<file path="src/rtl/imm_ext_pipe_if.sv">
// -----------------------------------------------------------------------------
// imm_ext_pipe_if
//   Bundles the two valid/ready streams of imm_ext_pipe: the decode-side input
//   (instruction, immediate select, tag) and the execute-side output (extended
//   immediate, tag, illegal flag).
//   Parameters: XLEN  output immediate width (32 or 64)
//               TAG_W sideband tag width
//   Modports:   master  producer of in_*, consumer of out_* (decode/execute)
//               slave   the immediate pipe itself
// -----------------------------------------------------------------------------
interface imm_ext_pipe_if #(
   parameter int XLEN  = 32,
   parameter int TAG_W = 5
);
   logic             in_valid;
   logic             in_ready;
   logic [31:0]      in_instr;
   logic [2:0]       in_imm_src;
   logic [TAG_W-1:0] in_tag;
   logic             out_valid;
   logic             out_ready;
   logic [XLEN-1:0]  out_imm;
   logic [TAG_W-1:0] out_tag;
   logic             out_illegal;

   modport master (
      output in_valid, in_instr, in_imm_src, in_tag, out_ready,
      input  in_ready, out_valid, out_imm, out_tag, out_illegal
   );

   modport slave (
      input  in_valid, in_instr, in_imm_src, in_tag, out_ready,
      output in_ready, out_valid, out_imm, out_tag, out_illegal
   );
endinterface

</file>
<file path="src/rtl/imm_ext_pipe.sv">
// -----------------------------------------------------------------------------
// imm_ext_pipe
//   Pipelined RISC-V immediate generator sitting between decode and execute.
//   Decodes the I/S/B/U/J (and optionally Z) immediate of an instruction word,
//   sign-extends it to XLEN and presents it one cycle after acceptance, with a
//   sideband tag and an illegal-select flag.
//
//   Parameters:
//     XLEN   output immediate width, 32 or 64
//     TAG_W  sideband tag width
//     SKID   1: two-entry skid buffer, registered in_ready, full throughput
//            0: single register, in_ready = !out_valid || out_ready
//
//   Ports:
//     clk    rising-edge clock
//     rst_n  asynchronous active-low reset, discards all contents
//     flush  synchronous flush; drops stored entries and any input offered
//     bus    imm_ext_pipe_if.slave: in_valid/in_ready/in_instr/in_imm_src/
//            in_tag and out_valid/out_ready/out_imm/out_tag/out_illegal
//
//   Build option:
//     IMM_EXT_ZICSR_EN  when defined, select 101 returns the zero-extended
//                       CSR uimm (Instr[19:15]); otherwise 101 is illegal.
// -----------------------------------------------------------------------------
module imm_ext_pipe #(
   parameter int XLEN  = 32,
   parameter int TAG_W = 5,
   parameter int SKID  = 1
) (
   input  logic          clk,
   input  logic          rst_n,
   input  logic          flush,
   imm_ext_pipe_if.slave bus
);
   // Occupancy encoding {main_v, skid_v}
   localparam logic [1:0] ST_EMPTY = 2'b00;
   localparam logic [1:0] ST_ONE   = 2'b10;
   localparam logic [1:0] ST_TWO   = 2'b11;

   localparam logic [2:0] SRC_I = 3'b000;
   localparam logic [2:0] SRC_S = 3'b001;
   localparam logic [2:0] SRC_B = 3'b010;
   localparam logic [2:0] SRC_U = 3'b011;
   localparam logic [2:0] SRC_J = 3'b100;
   localparam logic [2:0] SRC_Z = 3'b101;

   logic [31:0]      imm32;
   logic             zimm_sel;
   logic             ext_illegal;
   logic [XLEN-1:0]  ext_imm;
   logic             unused_opcode;

   logic             main_v_reg;
   logic [XLEN-1:0]  main_imm_reg;
   logic [TAG_W-1:0] main_tag_reg;
   logic             main_ill_reg;

   logic             in_ready;
   logic             accept;
   logic             drain;

   // Every format is first built as a 32-bit value whose bit 31 is the
   // instruction sign bit, so one signed cast covers both XLEN=32 and the
   // RV64 rule that the upper word replicates the sign.
   always_comb begin
      imm32       = '0;
      zimm_sel    = 1'b0;
      ext_illegal = 1'b0;
      case (bus.in_imm_src)
         SRC_I: imm32 = {{20{bus.in_instr[31]}}, bus.in_instr[31:20]};
         SRC_S: imm32 = {{20{bus.in_instr[31]}}, bus.in_instr[31:25], bus.in_instr[11:7]};
         SRC_B: imm32 = {{20{bus.in_instr[31]}}, bus.in_instr[7], bus.in_instr[30:25],
                         bus.in_instr[11:8], 1'b0};
         SRC_U: imm32 = {bus.in_instr[31:12], 12'b0};
         SRC_J: imm32 = {{12{bus.in_instr[31]}}, bus.in_instr[19:12], bus.in_instr[20],
                         bus.in_instr[30:21], 1'b0};
`ifdef IMM_EXT_ZICSR_EN
         SRC_Z: zimm_sel = 1'b1;
`else
         SRC_Z: ext_illegal = 1'b1;
`endif
         default: ext_illegal = 1'b1;
      endcase
      // Illegal selects leave imm32 at zero, so out_imm is forced to 0.
      ext_imm = zimm_sel ? XLEN'(bus.in_instr[19:15]) : XLEN'(signed'(imm32));
   end

   // Opcode bits never feed any immediate format.
   assign unused_opcode = ^bus.in_instr[6:0];

   assign accept = bus.in_valid && in_ready;
   assign drain  = main_v_reg && bus.out_ready;

   generate
      if (SKID != 0) begin : g_skid
         logic             skid_v_reg;
         logic             in_ready_reg;
         logic [XLEN-1:0]  skid_imm_reg;
         logic [TAG_W-1:0] skid_tag_reg;
         logic             skid_ill_reg;

         // in_ready_reg always equals !skid_v_reg; keeping it as its own flop
         // takes the output off any combinational path from out_ready.
         assign in_ready = in_ready_reg;

         always_ff @(posedge clk or negedge rst_n) begin
            if (!rst_n) begin
               main_v_reg   <= 1'b0;
               main_imm_reg <= '0;
               main_tag_reg <= '0;
               main_ill_reg <= 1'b0;
               skid_v_reg   <= 1'b0;
               skid_imm_reg <= '0;
               skid_tag_reg <= '0;
               skid_ill_reg <= 1'b0;
               in_ready_reg <= 1'b1;
            end else if (flush) begin
               // Payload is left as-is; it is meaningless once valid drops.
               main_v_reg   <= 1'b0;
               skid_v_reg   <= 1'b0;
               in_ready_reg <= 1'b1;
            end else begin
               case ({main_v_reg, skid_v_reg})
                  ST_EMPTY: begin
                     if (accept) begin
                        main_v_reg   <= 1'b1;
                        main_imm_reg <= ext_imm;
                        main_tag_reg <= bus.in_tag;
                        main_ill_reg <= ext_illegal;
                     end
                  end
                  ST_ONE: begin
                     if (accept && drain) begin
                        main_imm_reg <= ext_imm;
                        main_tag_reg <= bus.in_tag;
                        main_ill_reg <= ext_illegal;
                     end else if (accept) begin
                        // Consumer stalled: park the newcomer behind main.
                        skid_v_reg   <= 1'b1;
                        skid_imm_reg <= ext_imm;
                        skid_tag_reg <= bus.in_tag;
                        skid_ill_reg <= ext_illegal;
                        in_ready_reg <= 1'b0;
                     end else if (drain) begin
                        main_v_reg   <= 1'b0;
                     end
                  end
                  ST_TWO: begin
                     // in_ready is low here, so only a drain can happen.
                     if (drain) begin
                        main_imm_reg <= skid_imm_reg;
                        main_tag_reg <= skid_tag_reg;
                        main_ill_reg <= skid_ill_reg;
                        skid_v_reg   <= 1'b0;
                        in_ready_reg <= 1'b1;
                     end
                  end
                  default: begin
                     // Skid without main cannot occur; recover to empty.
                     main_v_reg   <= 1'b0;
                     skid_v_reg   <= 1'b0;
                     in_ready_reg <= 1'b1;
                  end
               endcase
            end
         end
      end else begin : g_single
         assign in_ready = !main_v_reg || bus.out_ready;

         always_ff @(posedge clk or negedge rst_n) begin
            if (!rst_n) begin
               main_v_reg   <= 1'b0;
               main_imm_reg <= '0;
               main_tag_reg <= '0;
               main_ill_reg <= 1'b0;
            end else if (flush) begin
               main_v_reg   <= 1'b0;
            end else if (accept) begin
               main_v_reg   <= 1'b1;
               main_imm_reg <= ext_imm;
               main_tag_reg <= bus.in_tag;
               main_ill_reg <= ext_illegal;
            end else if (drain) begin
               main_v_reg   <= 1'b0;
            end
         end
      end
   endgenerate

   assign bus.in_ready    = in_ready;
   assign bus.out_valid   = main_v_reg;
   assign bus.out_imm     = main_imm_reg;
   assign bus.out_tag     = main_tag_reg;
   assign bus.out_illegal = main_ill_reg;
endmodule

</file>
<file path="src/flat_wrapper.sv">
// flat-port wrapper written by rule: the top's interface ports become plain ports
module imm_ext_pipe_flat 
#(
   parameter int XLEN  = 32,
   parameter int TAG_W = 5,
   parameter int SKID  = 1
)
  (clk, rst_n, flush, bus_in_valid, bus_in_instr, bus_in_imm_src, bus_in_tag, bus_out_ready, bus_in_ready, bus_out_valid, bus_out_imm, bus_out_tag, bus_out_illegal);
  imm_ext_pipe_if #(.XLEN(XLEN), .TAG_W(TAG_W)) bus_i ();
  input  logic clk;
  input  logic rst_n;
  input  logic flush;
  input wire logic [$bits(bus_i.in_valid)-1:0] bus_in_valid;
  input wire logic [$bits(bus_i.in_instr)-1:0] bus_in_instr;
  input wire logic [$bits(bus_i.in_imm_src)-1:0] bus_in_imm_src;
  input wire logic [$bits(bus_i.in_tag)-1:0] bus_in_tag;
  input wire logic [$bits(bus_i.out_ready)-1:0] bus_out_ready;
  output wire logic [$bits(bus_i.in_ready)-1:0] bus_in_ready;
  output wire logic [$bits(bus_i.out_valid)-1:0] bus_out_valid;
  output wire logic [$bits(bus_i.out_imm)-1:0] bus_out_imm;
  output wire logic [$bits(bus_i.out_tag)-1:0] bus_out_tag;
  output wire logic [$bits(bus_i.out_illegal)-1:0] bus_out_illegal;
  assign bus_i.in_valid = bus_in_valid;
  assign bus_i.in_instr = bus_in_instr;
  assign bus_i.in_imm_src = bus_in_imm_src;
  assign bus_i.in_tag = bus_in_tag;
  assign bus_i.out_ready = bus_out_ready;
  assign bus_in_ready = bus_i.in_ready;
  assign bus_out_valid = bus_i.out_valid;
  assign bus_out_imm = bus_i.out_imm;
  assign bus_out_tag = bus_i.out_tag;
  assign bus_out_illegal = bus_i.out_illegal;
  imm_ext_pipe #(.XLEN(XLEN), .TAG_W(TAG_W), .SKID(SKID)) u_core (.clk(clk), .rst_n(rst_n), .flush(flush), .bus(bus_i));
endmodule
</file>
<file path="config.mk">
export PLATFORM = sky130hd
export DESIGN_NAME = imm_ext_pipe_flat
export DESIGN_NICKNAME = d
export VERILOG_FILES = /design/src/rtl/imm_ext_pipe_if.sv /design/src/rtl/imm_ext_pipe.sv /design/src/flat_wrapper.sv
export SDC_FILE = /design/constraint.sdc
export NUM_CORES = 1
export LEC_CHECK = 0
export ABC_AREA = 0
export BUFFER_PORTS_ARGS = -buffer_cell sky130_fd_sc_hd__buf_2
export CAP_MARGIN = 15
export CORE_ASPECT_RATIO = 0.75
export CORE_MARGIN = 5
export CORE_UTILIZATION = 40
export CTS_BUF_LIST = sky130_fd_sc_hd__clkbuf_2
export DETAILED_ROUTE_END_ITERATION = 8
export GPL_TIMING_DRIVEN = 0
export PLACE_DENSITY_LB_ADDON = 0.08
export SETUP_SLACK_MARGIN = 0.05
export SYNTH_ARGS = -nofsm -noshare
export SYNTH_HDL_FRONTEND = slang
export SYNTH_SLANG_ARGS = --single-unit
export TNS_END_PERCENT = 5
</file>
<file path="constraint.sdc">
create_clock -name clk -period 2.55 [get_ports clk]
set_input_delay 0.255 -clock clk [delete_from_list [all_inputs] [get_ports clk]]
set_output_delay 0.255 -clock clk [all_outputs]
set_load 0.02 [all_outputs]
</file>
==> reports/results.ini, run 1 <==
[final_layout]
n_antenna_cell=0
multi_input_area_um2=1510
regArea_um2=1980
utilization_pct=50.8
fillers=900
drive_gt1_share_pct=19.9
area_delta_synth_final_pct=25.5
nNetsFinal=568
final_cells=639

[die]
design.core.area_um2=8970
die_w_um=120
placementRows=30
dieArea_um2=11100
fp.dieH_um=92.6
pin_count=85
initial_core_util_pct=40.5

[synthesis]
yosysTopAreaCell=dfrtp_1
syn_avg_cell_area_um2=8.93
synth.area.top_cells=dfrtp_1 (54%), nand2_1 (8.5%), o21ai_0 (8.1%)
yosysMostFrequentCell=nand2_1
synth_common_cells=nand2_1 (82), dfrtp_1 (78), o21ai_0 (59), a21oi_1 (52), nor2_1 (30)
synthCells=407
syn-num-nets=452
ys_warn_count=0
seq_area_frac_synth_pct=54.4
synth-edff-count=0
async_flop_share_pct=100
syn_area_um2=3630
synth.top_cell.area_share_pct=53.7
ys_types=34
synth_ff_type=dfrtp_1
ys_seq_elements=79

[sta]
rsz0062_at_grt=no
setup_violations=0
fin_crit_sh_pct=75.7
final.setup.tns_ns=0
final-max-slew-violation-count=0
tightest_slew_ns=0.918
hold_viol=0
fmax_mhz=518
min_period_ns=1.93
clock-skew-final_ns=0.0259
finalWorstSetupSlack_ns=0.620
slew-limit-headroom_pct=38.3

[placement]
pre_cts_ws_ns=0.645
io_buffers=77
dp.cells=597
hpwlAfterDp_mm=7.41
place.gp.congestion=0.845

[clocking]
cts_tree=yes
clkSlewWorstSetupHoldPaths_ns=0.18
cts_buffers=9
root_buffer=clkbuf_2
post_cts_buffers=0
cts_htree_levels=3
hold_buffers=27
clkSinkCount=79
ctsResizeCount=0
cts_buffer_depth=2
clock_insertion_delay_worst_skew_ns=0.55

[setup_path]
reg2reg_to=u_core.bus.out_imm[1]$_DFFE_PN0P_
startpoint_type=flip-flop
r2r-start=u_core.bus.in_ready$_DFFE_PN1P_
critical_path_required_ns=3.00
crit_arrival_ns=2.38
r2r_setup_slack_ns=0.62
path_cells=a21o_1 -> nand4_1 -> clkbuf_1 -> a22o_1
end_kind=flip-flop
setup.worst_path.start=u_core.bus.in_ready$_DFFE_PN1P_
r2r_cells=4
worstPathMaxFanout=10
worstSetupPathType=reg2reg
crit_path_end=u_core.bus.out_imm[1]$_DFFE_PN0P_
slowest_delay_ns=0.60
crit_slowest_cell=dfstp_2

[routing]
routed_wl_mm=10.7
drt_iter0_markers=220
viasPerCell=5.25
wl_per_cell_um=16.7
drtPass1Iterations=5
antenna_left=0
drc=0
via_count=3353

[pwr]
power_density_nw_per_um2=658
peakVddDrop_v=0.000331
power_leakage_nw=2.17
p_total_mw=3.00

[flow_run]
maxCapViolations=0

[global_route]
grt.overflow.total=0
grt_util_all_layers_pct=19.9
grt_pass1_vias=3248
grt_max_degree=50
antenna_found_initial=0
grt_pass1_wl_mm=17.2

[outcome]
status=finished clean

[hold_path]
hold_class=in2reg

-- where the power goes --
group | leakage (nW) | switching (mW) | internal (mW)
clock | 0.0629 | 0.435 | 0.217
combinational | 1.10 | 0.454 | 0.285
sequential | 1.01 | 0.122 | 1.49
-- logic make-up after synthesis --
group	after synthesis	synth area share, %
adder cells (fa/ha/maj)	1	0.310
multiplexers	1	0.275
AO/OA/AOI/OAI	148	22.4
buffers and inverters	33	4.10
flip-flops	79	54.4
AND/OR/NAND/NOR	145	18.5
-- metrics by stage --
stage	area, um2	hold slack, ns
global route	4560	0.0387
detailed placement	4190	0.228
finish	4560	0.0631
global placement	4160	0.458
floorplan	3630	-0.0406
CTS	4560	0.0178
-- placed cells by master, fill, tap and decap left out, drive strengths merged, types with 2 or more instances in the layout --
cell type     n
buf          87
nand2        82
dfrtp        78
o21ai        68
a21oi        52
nor2         31
clkbuf       31
dlygate4sd3  27
nor4bb       10
a22o         10
nand3         8
a211oi        6
a31oi         6
nand2b        3
a21o          3
inv           3
clkinv        3
and2          2
nor3b         2
-- area by class of cell --
cell class                      count  area share (%)
Timing Repair Buffer              105            15.0
Tap cell                          112            3.07
Buffer                             30            3.02
Clock inverter                      5            1.10
Multi-Input combinational cell    295            33.1
Sequential cell                    79            43.4
Clock buffer                       10            1.10
Inverter                            3           0.247
-- routing by layer --
| metal | wire (um) | vias to the layer above | global-route usage (%) |
|---|---|---|---|
| met5 | 0 | - | 0 |
| met4 | 131 | 0 | 5.43 |
| li1 | - | 1651 | - |
| met1 | 5520 | 1603 | 29.6 |
| met2 | 4500 | 87 | 29.0 |
| met3 | 507 | 12 | 4.58 |
-- critical path: cells and delay by family, from the launching register on --
family                 cells  cell delay, ns
buffers and inverters      1            0.39
and+or+nand+nor            1            0.41
DFF                        1            0.60
AOI/OAI and AO/OA          2            0.44
-- how the worst min path moves through the flow --
| stage | slack (ns) | depth (start not counted) | startpoint | to |
|---|---|---|---|---|
| CTS | 0.02 | 4 | bus_in_valid | u_core.bus.in_ready$_DFFE_PN1P_ |
| detailed placement | 0.23 | 1 | rst_n | u_core.g_skid.skid_v_reg$_DFFE_PN0P_ |
| finish | 0.06 | 4 | bus_in_valid | u_core.bus.in_ready$_DFFE_PN1P_ |
| global placement | 0.46 | 2 | u_core.g_skid.skid_imm_reg[31]$_DFFE_PN0P_ | u_core.g_skid.skid_imm_reg[31]$_DFFE_PN0P_ |
| global route | 0.04 | 3 | bus_in_instr[20] | u_core.g_skid.skid_imm_reg[20]$_DFFE_PN0P_ |
| floorplan | -0.04 | 0 | rst_n | u_core.bus.out_illegal$_DFFE_PN0P_ |
Power figures use the tool's default switching activity.
==> run 2: changes to the inputs <==
Clock period 2.55 ns to 1.6 ns, I/O delays scaled along.
==> run 2 against run 1 <==
  * The flow now finishes with violations (negative setup slack)
  * Sequential cell count is the same
  * Cell count grew 1.6%
  * Die area unchanged
  * Largest power group unchanged
==> reports/results.ini, run 2 (synthesis gave the netlist of run 1 again) <==
[pwr]
power_density_nw_per_um2=1040  ; was 658 nW/um2
p_total_mw=5.04  ; was 3.00 mW
power.switching_mw=1.67  ; was 1.01 mW
p_int_mw=3.37  ; was 1.99 mW
p_comb_share_pct=24.7  ; about the same
p_clk_share_pct=24.2  ; was 21.7%
p_sw_share_pct=33.1  ; was 33.7%
power_leakage_nw=2.31  ; was 2.17 nW
peakVddDrop_v=0.000857  ; was 0.000331 V
seqPwrFrac_pct=51.1  ; was 53.6%

[routing]
drc=0  ; unchanged
drt_iter0_markers=198  ; was 220
via_count=3387  ; was 3353
wl_per_cell_um=16.5  ; was 16.7 um
viasPerCell=5.22  ; was 5.25
antenna_left=0  ; unchanged
routed_wl_mm=10.7  ; about the same
drtPass1Iterations=4  ; was 5

[outcome]
failed_checks=negative setup slack
status=finished with violations  ; was finished clean

[final_layout]
final_common_cell=nand2_1  ; was buf_2
drive_gt1_share_pct=25.5  ; was 19.9%
n_antenna_cell=0  ; unchanged
area_delta_synth_final_pct=32.8  ; was 25.5%
final_cells=649  ; was 639
nNetsFinal=577  ; was 568
final_cell_mix=nand2_1 (80), buf_2 (78), dfrtp_1 (77), a21oi_1 (48), o21ai_0 (37)  ; was buf_2 (83), nand2_1 (82), dfrtp_1 (78), o21ai_0 (59), a21oi_1 (52)

[clocking]
cts_tree=yes  ; unchanged
cts_buffer_depth=2  ; unchanged
clkSlewWorstSetupHoldPaths_ns=0.23  ; was 0.18 ns
clock_insertion_delay_worst_skew_ns=0.56  ; was 0.55 ns
cts_htree_levels=3  ; unchanged
clkSinkCount=79  ; unchanged
cts_buffers=9  ; unchanged
root_buffer=clkbuf_2  ; unchanged

[placement]
hpwlAfterDp_mm=7.51  ; was 7.41 mm
place.gp.congestion=0.810  ; was 0.845
io_buffers=77  ; unchanged
dp.cells=597  ; unchanged

[global_route]
grt_util_all_layers_pct=20.4  ; was 19.9%
grt_max_degree=52  ; was 50
grt_pass1_wl_mm=17.7  ; was 17.2 mm
antenna_found_initial=0  ; unchanged
grt_pass1_vias=3366  ; was 3248
grt.overflow.total=0  ; unchanged

[sta]
fin_crit_sh_pct=107  ; was 75.7%
hold_viol=0  ; unchanged
rsz0062_at_grt=yes  ; was no
min_period_ns=1.72  ; was 1.93 ns
slew-limit-headroom_pct=56.6  ; was 38.3%
finalWorstSetupSlack_ns=-0.116  ; was 0.620 ns
setup_violations=38  ; was 0
fmax_mhz=583  ; was 518 MHz
final-max-slew-violation-count=0  ; unchanged
holdWs_ns=0.0439  ; was 0.0631 ns
tightest_slew_ns=0.645  ; was 0.918 ns
clock-skew-final_ns=0.0217  ; was 0.0259 ns

[die]
dieArea_um2=11100  ; unchanged
initial_core_util_pct=40.5  ; unchanged
fp.dieH_um=92.6  ; unchanged
pin_count=85  ; unchanged
die_w_um=120  ; unchanged
design.core.area_um2=8970  ; unchanged
placementRows=30  ; unchanged

[setup_path]
worstSetupPathType=reg2reg  ; unchanged
worstPathMaxFanout=9  ; was 10
crit_arrival_ns=2.21  ; was 2.38 ns
startpoint_type=flip-flop  ; unchanged
critical_path_required_ns=2.09  ; was 3.00 ns
end_kind=flip-flop  ; unchanged

[flow_run]
maxCapViolations=0  ; unchanged

[hold_path]
hold_class=in2async  ; was in2reg

## run 2: through the flow
stage | setup TNS [ns] | utilization, % | instance area [um2] | setup slack, ns
2_1_floorplan | -3.94 | - | 3640 | -0.163
3_3_place_gp | -36.06 | 46.4 | 4160 | -0.299
3_5_place_dp | -13.78 | 46.7 | 4190 | -0.291
4_1_cts | -4.52 | 52.8 | 4740 | -0.153
5_1_grt | -4.71 | 53.8 | 4830 | -0.153
6_report | -2.68 | 53.8 | 4830 | -0.116
## run 2: worst paths after layout
| path | startpoint | to | slack, ns | cells past startpoint |
|---|---|---|---|---|
| worst max-delay path | u_core.bus.in_ready$_DFFE_PN1P_ | u_core.g_skid.skid_imm_reg[10]$_DFFE_PN0P_ | -0.12 | 5 |
| worst min-delay path | rst_n | u_core.bus.out_imm[19]$_DFFE_PN0P_ | 0.04 | 2 |
| worst max register to register | u_core.bus.in_ready$_DFFE_PN1P_ | u_core.g_skid.skid_imm_reg[10]$_DFFE_PN0P_ | -0.12 | 5 |
| worst min register to register | u_core.bus.out_imm[22]$_DFFE_PN0P_ | u_core.bus.out_imm[22]$_DFFE_PN0P_ | 0.51 | 2 |
| max in group asynchronous | rst_n | u_core.bus.in_ready$_DFFE_PN1P_ | 0.94 | 3 |
| min in group clk | bus_in_instr[7] | u_core.g_skid.skid_imm_reg[0]$_DFFE_PN0P_ | 0.07 | 4 |
## run 2: worst max-delay path: stages (launching register included)
cell     delay, ns
dfstp_2       0.60
nand2_2       0.07
or4_4         0.46
buf_12        0.17
buf_8         0.12
a22o_1        0.21
## run 2: layout make-up
cell class / instances / area (um2)
Multi-Input combinational cell: 295 / 1550
Inverter: 3 / 11.3
Sequential cell: 79 / 1980
Tap cell: 112 / 140
Clock buffer: 9 / 45.0
Clock inverter: 7 / 87.6
Timing Repair Buffer: 114 / 788
Buffer: 30 / 228
Fill cell: 862 / 4140
## run 2: power groups by stage
stage | Clock [mW] | Combinational (mW) | Sequential (mW)
after global routing | 1.33 | 1.39 | 2.62
after floorplan | 0 | 0.470 | 2.79
after global placement | 0 | 1.11 | 2.59
after detailed placement | 0 | 1.14 | 2.60
after CTS | 1.26 | 1.23 | 2.56
final | 1.22 | 1.24 | 2.57
## run 2: what timing repair did
item	in CTS	in global routing
hold buffers	30	0
gates cloned	0	1
pin swaps	3	8
gates resized for setup	35	49
endpoints found under the setup margin	76	78
setup buffers	5	0
endpoints found under the hold margin	150	0
## run 2: metal layers
layer  vias up  wire [um]  global-route usage [%]
met1      1610       5370                    29.5
li1       1682          -                       -
met3        10        553                    4.40
met2        85       4660                    30.9
met5         -          0                       0
met4         0        119                    6.10
